--- config.mk ---
export PLATFORM = sky130hd
export DESIGN_NAME = instr_sequencer
export DESIGN_NICKNAME = d
export VERILOG_FILES = /design/src/rtl/instr_sequencer.sv
export SDC_FILE = /design/constraint.sdc
export NUM_CORES = 1
export LEC_CHECK = 0
export ABC_AREA = 1
export ABC_CLOCK_PERIOD_IN_PS = 1900
export CORE_MARGIN = 8
export CORE_UTILIZATION = 41
export DETAILED_ROUTE_END_ITERATION = 8
export HOLD_SLACK_MARGIN = 0.08
export PLACE_DENSITY = 0.88
export SLEW_MARGIN = 20
export SYNTH_ARGS = -nofsm -noshare
export SYNTH_HDL_FRONTEND = slang
export SYNTH_SLANG_ARGS = --single-unit
--- constraint.sdc ---
create_clock -name clock -period 1.9 [get_ports clock]
set_clock_uncertainty 0.15 [all_clocks]
set_input_delay 0.38 -clock clock [delete_from_list [all_inputs] [get_ports clock]]
set_output_delay 0.38 -clock clock [all_outputs]
set_load 0.1 [all_outputs]
--- src/rtl/instr_sequencer.sv ---
// Multi-cycle control unit for the 8-register bus processor: latches an instruction
// and sequences register-field selects and bus controls through states T0..T3.
module instr_sequencer #(
    parameter int REG_BITS = 3,
    parameter int OP_BITS  = 3
) (
    input  logic                           clock,
    input  logic                           resetn,
    input  logic                           run,
    input  logic [OP_BITS+2*REG_BITS-1:0]  instr,
    output logic                           ir_in,
    output logic [REG_BITS-1:0]            rd_sel,
    output logic                           rd_en,
    output logic [REG_BITS-1:0]            wr_sel,
    output logic                           wr_en,
    output logic                           din_out,
    output logic                           a_in,
    output logic                           g_in,
    output logic                           g_out,
    output logic                           addsub,
    output logic                           done
);

    localparam int IW = OP_BITS + 2 * REG_BITS;

    localparam logic [OP_BITS-1:0] OP_MV  = OP_BITS'(0);
    localparam logic [OP_BITS-1:0] OP_MVI = OP_BITS'(1);
    localparam logic [OP_BITS-1:0] OP_ADD = OP_BITS'(2);
    localparam logic [OP_BITS-1:0] OP_SUB = OP_BITS'(3);

    typedef enum logic [1:0] {T0, T1, T2, T3} state_t;

    state_t              state, next_state;
    logic [IW-1:0]       ir;
    logic [OP_BITS-1:0]  op;
    logic [REG_BITS-1:0] rx, ry;

    assign op = ir[IW-1 -: OP_BITS];
    assign rx = ir[2*REG_BITS-1 -: REG_BITS];
    assign ry = ir[REG_BITS-1:0];

    // NOTE: sequential state uses non-blocking assignments so every register
    // samples pre-edge values regardless of statement order.
    always_ff @(posedge clock) begin
        if (!resetn) begin
            state <= T0;
            ir    <= '0;
        end else begin
            state <= next_state;
            if (state == T0 && run)
                ir <= instr;
        end
    end

    // NOTE: every output and next_state gets a default first, so no path
    // through the case statements can infer a latch.
    always_comb begin
        next_state = state;
        ir_in      = 1'b0;
        rd_sel     = '0;
        rd_en      = 1'b0;
        wr_sel     = '0;
        wr_en      = 1'b0;
        din_out    = 1'b0;
        a_in       = 1'b0;
        g_in       = 1'b0;
        g_out      = 1'b0;
        addsub     = 1'b0;
        done       = 1'b0;

        // While reset is held the outputs mirror the idle T0 state with run ignored.
        if (resetn) begin
            case (state)
                T0: begin
                    ir_in = run;
                    if (run)
                        next_state = T1;
                end
                T1: begin
                    case (op)
                        OP_MV: begin
                            rd_en      = 1'b1;
                            rd_sel     = ry;
                            wr_en      = 1'b1;
                            wr_sel     = rx;
                            done       = 1'b1;
                            next_state = T0;
                        end
                        OP_MVI: begin
                            din_out    = 1'b1;
                            wr_en      = 1'b1;
                            wr_sel     = rx;
                            done       = 1'b1;
                            next_state = T0;
                        end
                        OP_ADD, OP_SUB: begin
                            rd_en      = 1'b1;
                            rd_sel     = rx;
                            a_in       = 1'b1;
                            next_state = T2;
                        end
                        default: begin
                            // Reserved opcodes complete as a NOP.
                            done       = 1'b1;
                            next_state = T0;
                        end
                    endcase
                end
                T2: begin
                    rd_en      = 1'b1;
                    rd_sel     = ry;
                    g_in       = 1'b1;
                    addsub     = op[0];
                    next_state = T3;
                end
                T3: begin
                    g_out      = 1'b1;
                    wr_en      = 1'b1;
                    wr_sel     = rx;
                    done       = 1'b1;
                    next_state = T0;
                end
            endcase
        end
    end

endmodule
==> run metrics, run 1 <==
area leader, netlist=dfxtp_1; power per cell area=834 nW/um^2; 1st-iter DRT viols=32; Die Height=56.7 um; chip width=56.7 um; vias in the first global route=892; Worst EP arrival=1.59 ns; reg2reg path depth=7; most common cell in the netlist=inv_1; pin count of the biggest net entering global routing=17; crit-path max cell delay=0.35 ns; Clock Sinks=11; critical path startpoint category=register; post-DP HPWL=1890 um; Power Internal=603 uW; routed wire length=2640 um; top cells by count, synth=inv_1 (19), nor2_1 (17), nand2_1 (14); die area=3220 um^2; area of the multi-input gates=526 um^2; Main synth FF type=dfxtp_1; Final Cell Area=1400 um^2; TritonCTS clock tree=built; Fillers=60; WP buf/inv=3; total CTS buffers=3; Hold Startpoint=ir[0]; Layout area overhead=106%; Slew Limit Fails=0; count of buffers inserted at the top-level ports=26; drt pass-1 iters=4; post-synthesis sequential area ratio=0.324; syn avg cell area=6.53 um^2; first-pass GRT wire length=4310 um; Clock transition at path regs=0.08 ns; Synth Cell Area=679 um^2; Rows=14; Synth top area share=0.324; Yosys Warn Count=0; WP data required=1.37 ns; worst skew pair latency=0.29 ns; Unique masters post-synth=18; hold_buf cts=0; worst setup margin=-0.219 ns; synth top area cells=dfxtp_1 (32%), inv_1 (10%), nor2_1 (9.4%); Final Power=1.16 mW; nets@finish=160; logic gate share of total power=0.577; R2R setup slack=0.37 ns; Clk pwr share=0.146; global route overflow=0; Worst VDD drop=634 uV; Final Hold Violating Endpoints=0; Final Critical Period=2.12 ns; cells along the critical path=inv_4 -> ha_4 -> buf_6 -> nand4_1 -> a21oi_4 -> buf_12; Sw Pwr=561 uW; starting density of the core=0.446; Worst Max-Slew Pin Slew=0.294 ns; IO Count=27; Switching Share=0.482; violated checks=setup timing; register area=226 um^2; Clock Tree Buf Depth=2; Worst Path Class, Setup=register to primary output; RePlAce Congestion=0.906; Post-route DRC=0; H-tree depth=1; largest delay contributor family on the critical path=buffers and inverters; Slowest-stage cell, CP=dfxtp_2; WL/cell=16.7 um; FF+latch count, synth=11; Post-synth EDFFs=0; register share of total power=0.276; routed vias=881; CP Capture Type=primary output; Final Cycle Share=1.12; Setup-failing EPs final=12; max frequency=472 MHz; vias per cell=5.58; GR Util All Layers=0.168; ys async rst share=0; Core Area=1520 um^2; Worst Hold Class=register to register; DP Area=1290 um^2; worst reg2reg startpoint=state[0]; syn_nets=121; diode count=0; initial antenna violation count=0; outcome=complete, but fails checks; Final Util=0.916; Root Buffer Master=clkbuf_4; hold path depth=2; Max-Cap Viols=0; crit path max fanout=8; WHS Endpoint=ir[0]; remaining antenna violation count=0; P_leak=0.573 nW; fraction of layout cells with a size suffix above 1=0.465; Rel. slew slack=0.803; RSZ-0062 raised after global routing=true; Cells after Synth=104
## area by class of cell
cell class / count / share of cell area
inverters: 20 / 0.0609
flip-flops and latches: 11 / 0.162
multi-input cells: 70 / 0.376
clock inverters: 1 / 0.00358
clock buffers: 3 / 0.0161
well taps: 16 / 0.0143
repair buffers: 37 / 0.366
## how the worst max path moves through the flow
stage                   from   endpoint  slack, ns  cells past startpoint
finish              register  rd_sel[0]      -0.22                      6
global route        register  rd_sel[0]      -0.28                      8
CTS                 register  rd_sel[0]      -0.22                      6
detailed placement    resetn      rd_en      -0.27                      7
global placement      resetn      rd_en      -0.22                      7
floorplan           state[0]      wr_en      -0.55                      5
## timing repair
action,CTS,global route
gates resized for setup,20,6
endpoints found under the setup margin,15,15
pin swaps,10,0
setup buffers,1,0
## through the flow
step / TNS, ns / hold slack (ns) / instances / worst slack [ns]
3_5_place_dp: -2.65 / 0.350 / 153 / -0.272
5_1_grt: -2.65 / 0.401 / 158 / -0.278
6_report: -1.80 / 0.365 / 158 / -0.219
3_3_place_gp: -2.24 / 0.342 / 153 / -0.215
4_1_cts: -1.87 / 0.361 / 158 / -0.218
2_1_floorplan: -2.88 / 0.327 / 104 / -0.555
## logic make-up (layout without fill, tap and decap cells)
kind of cell / after synthesis / count (layout) / share of synthesized area
AND/OR/NAND/NOR: 42 / 42 / 0.276
AO/OA/AOI/OAI: 23 / 23 / 0.171
buffers and inverters: 23 / 61 / 0.136
flip-flops: 11 / 11 / 0.324
adder cells (fa/ha/maj): 5 / 5 / 0.0921
## layout by cell type, fill, tap and decap left out, drive strengths merged
master and count:
a21oi 10, and2 1, buf 26, clkbuf 3, clkdlybuf4s50 10, clkinv 1, clkinvlp 2, dfxtp 11
dlygate4sd2 1, ha 5, inv 18, nand2 15, nand3 2, nand4 5, nor2 18, nor4 1
o21ai 12, o22ai 1
## registers in the layout (all words and copies together), names as in the netlist, named ones only
register	count
ir	9
state	1
## worst register-to-register path, stage by stage (launching register included)
cell	delay (ns)
dfxtp_4	0.37
inv_2	0.13
ha_4	0.15
inv_1	0.05
nor2_1	0.16
nor2_1	0.09
o21ai_0	0.23
nor2_1	0.09
## per-layer routing
| layer | track usage | vias up | part of all wire |
|---|---|---|---|
| li1 | - | 409 | - |
| met1 | 0.160 | 421 | 0.37 |
| met2 | 0.310 | 39 | 0.53 |
| met3 | 0.0742 | 12 | 0.071 |
| met4 | 0.0515 | 0 | 0.031 |
| met5 | 0 | - | 0 |
## power by group through the flow
stage                     clock (mW)  sequential (mW)  combinational (mW)
after floorplan                    0            0.307               0.398
after global placement             0            0.313               0.577
after detailed placement           0            0.316               0.597
after CTS                      0.176            0.317               0.651
after global routing           0.189            0.326               0.712
final                          0.171            0.322               0.672
(Power assumes the default switching activity.)
==> run 2: changes to the inputs <==
Settings changed: HOLD_SLACK_MARGIN 0.08 to unset.
==> results of run 2 <==
Final layout, timing and power as in run 1 (identical DEF).
==> run 3: changes to the inputs <==
Settings changed: HOLD_SLACK_MARGIN set to 0.05.
==> results of run 3 <==
Final layout, timing and power as in run 1 (identical DEF).
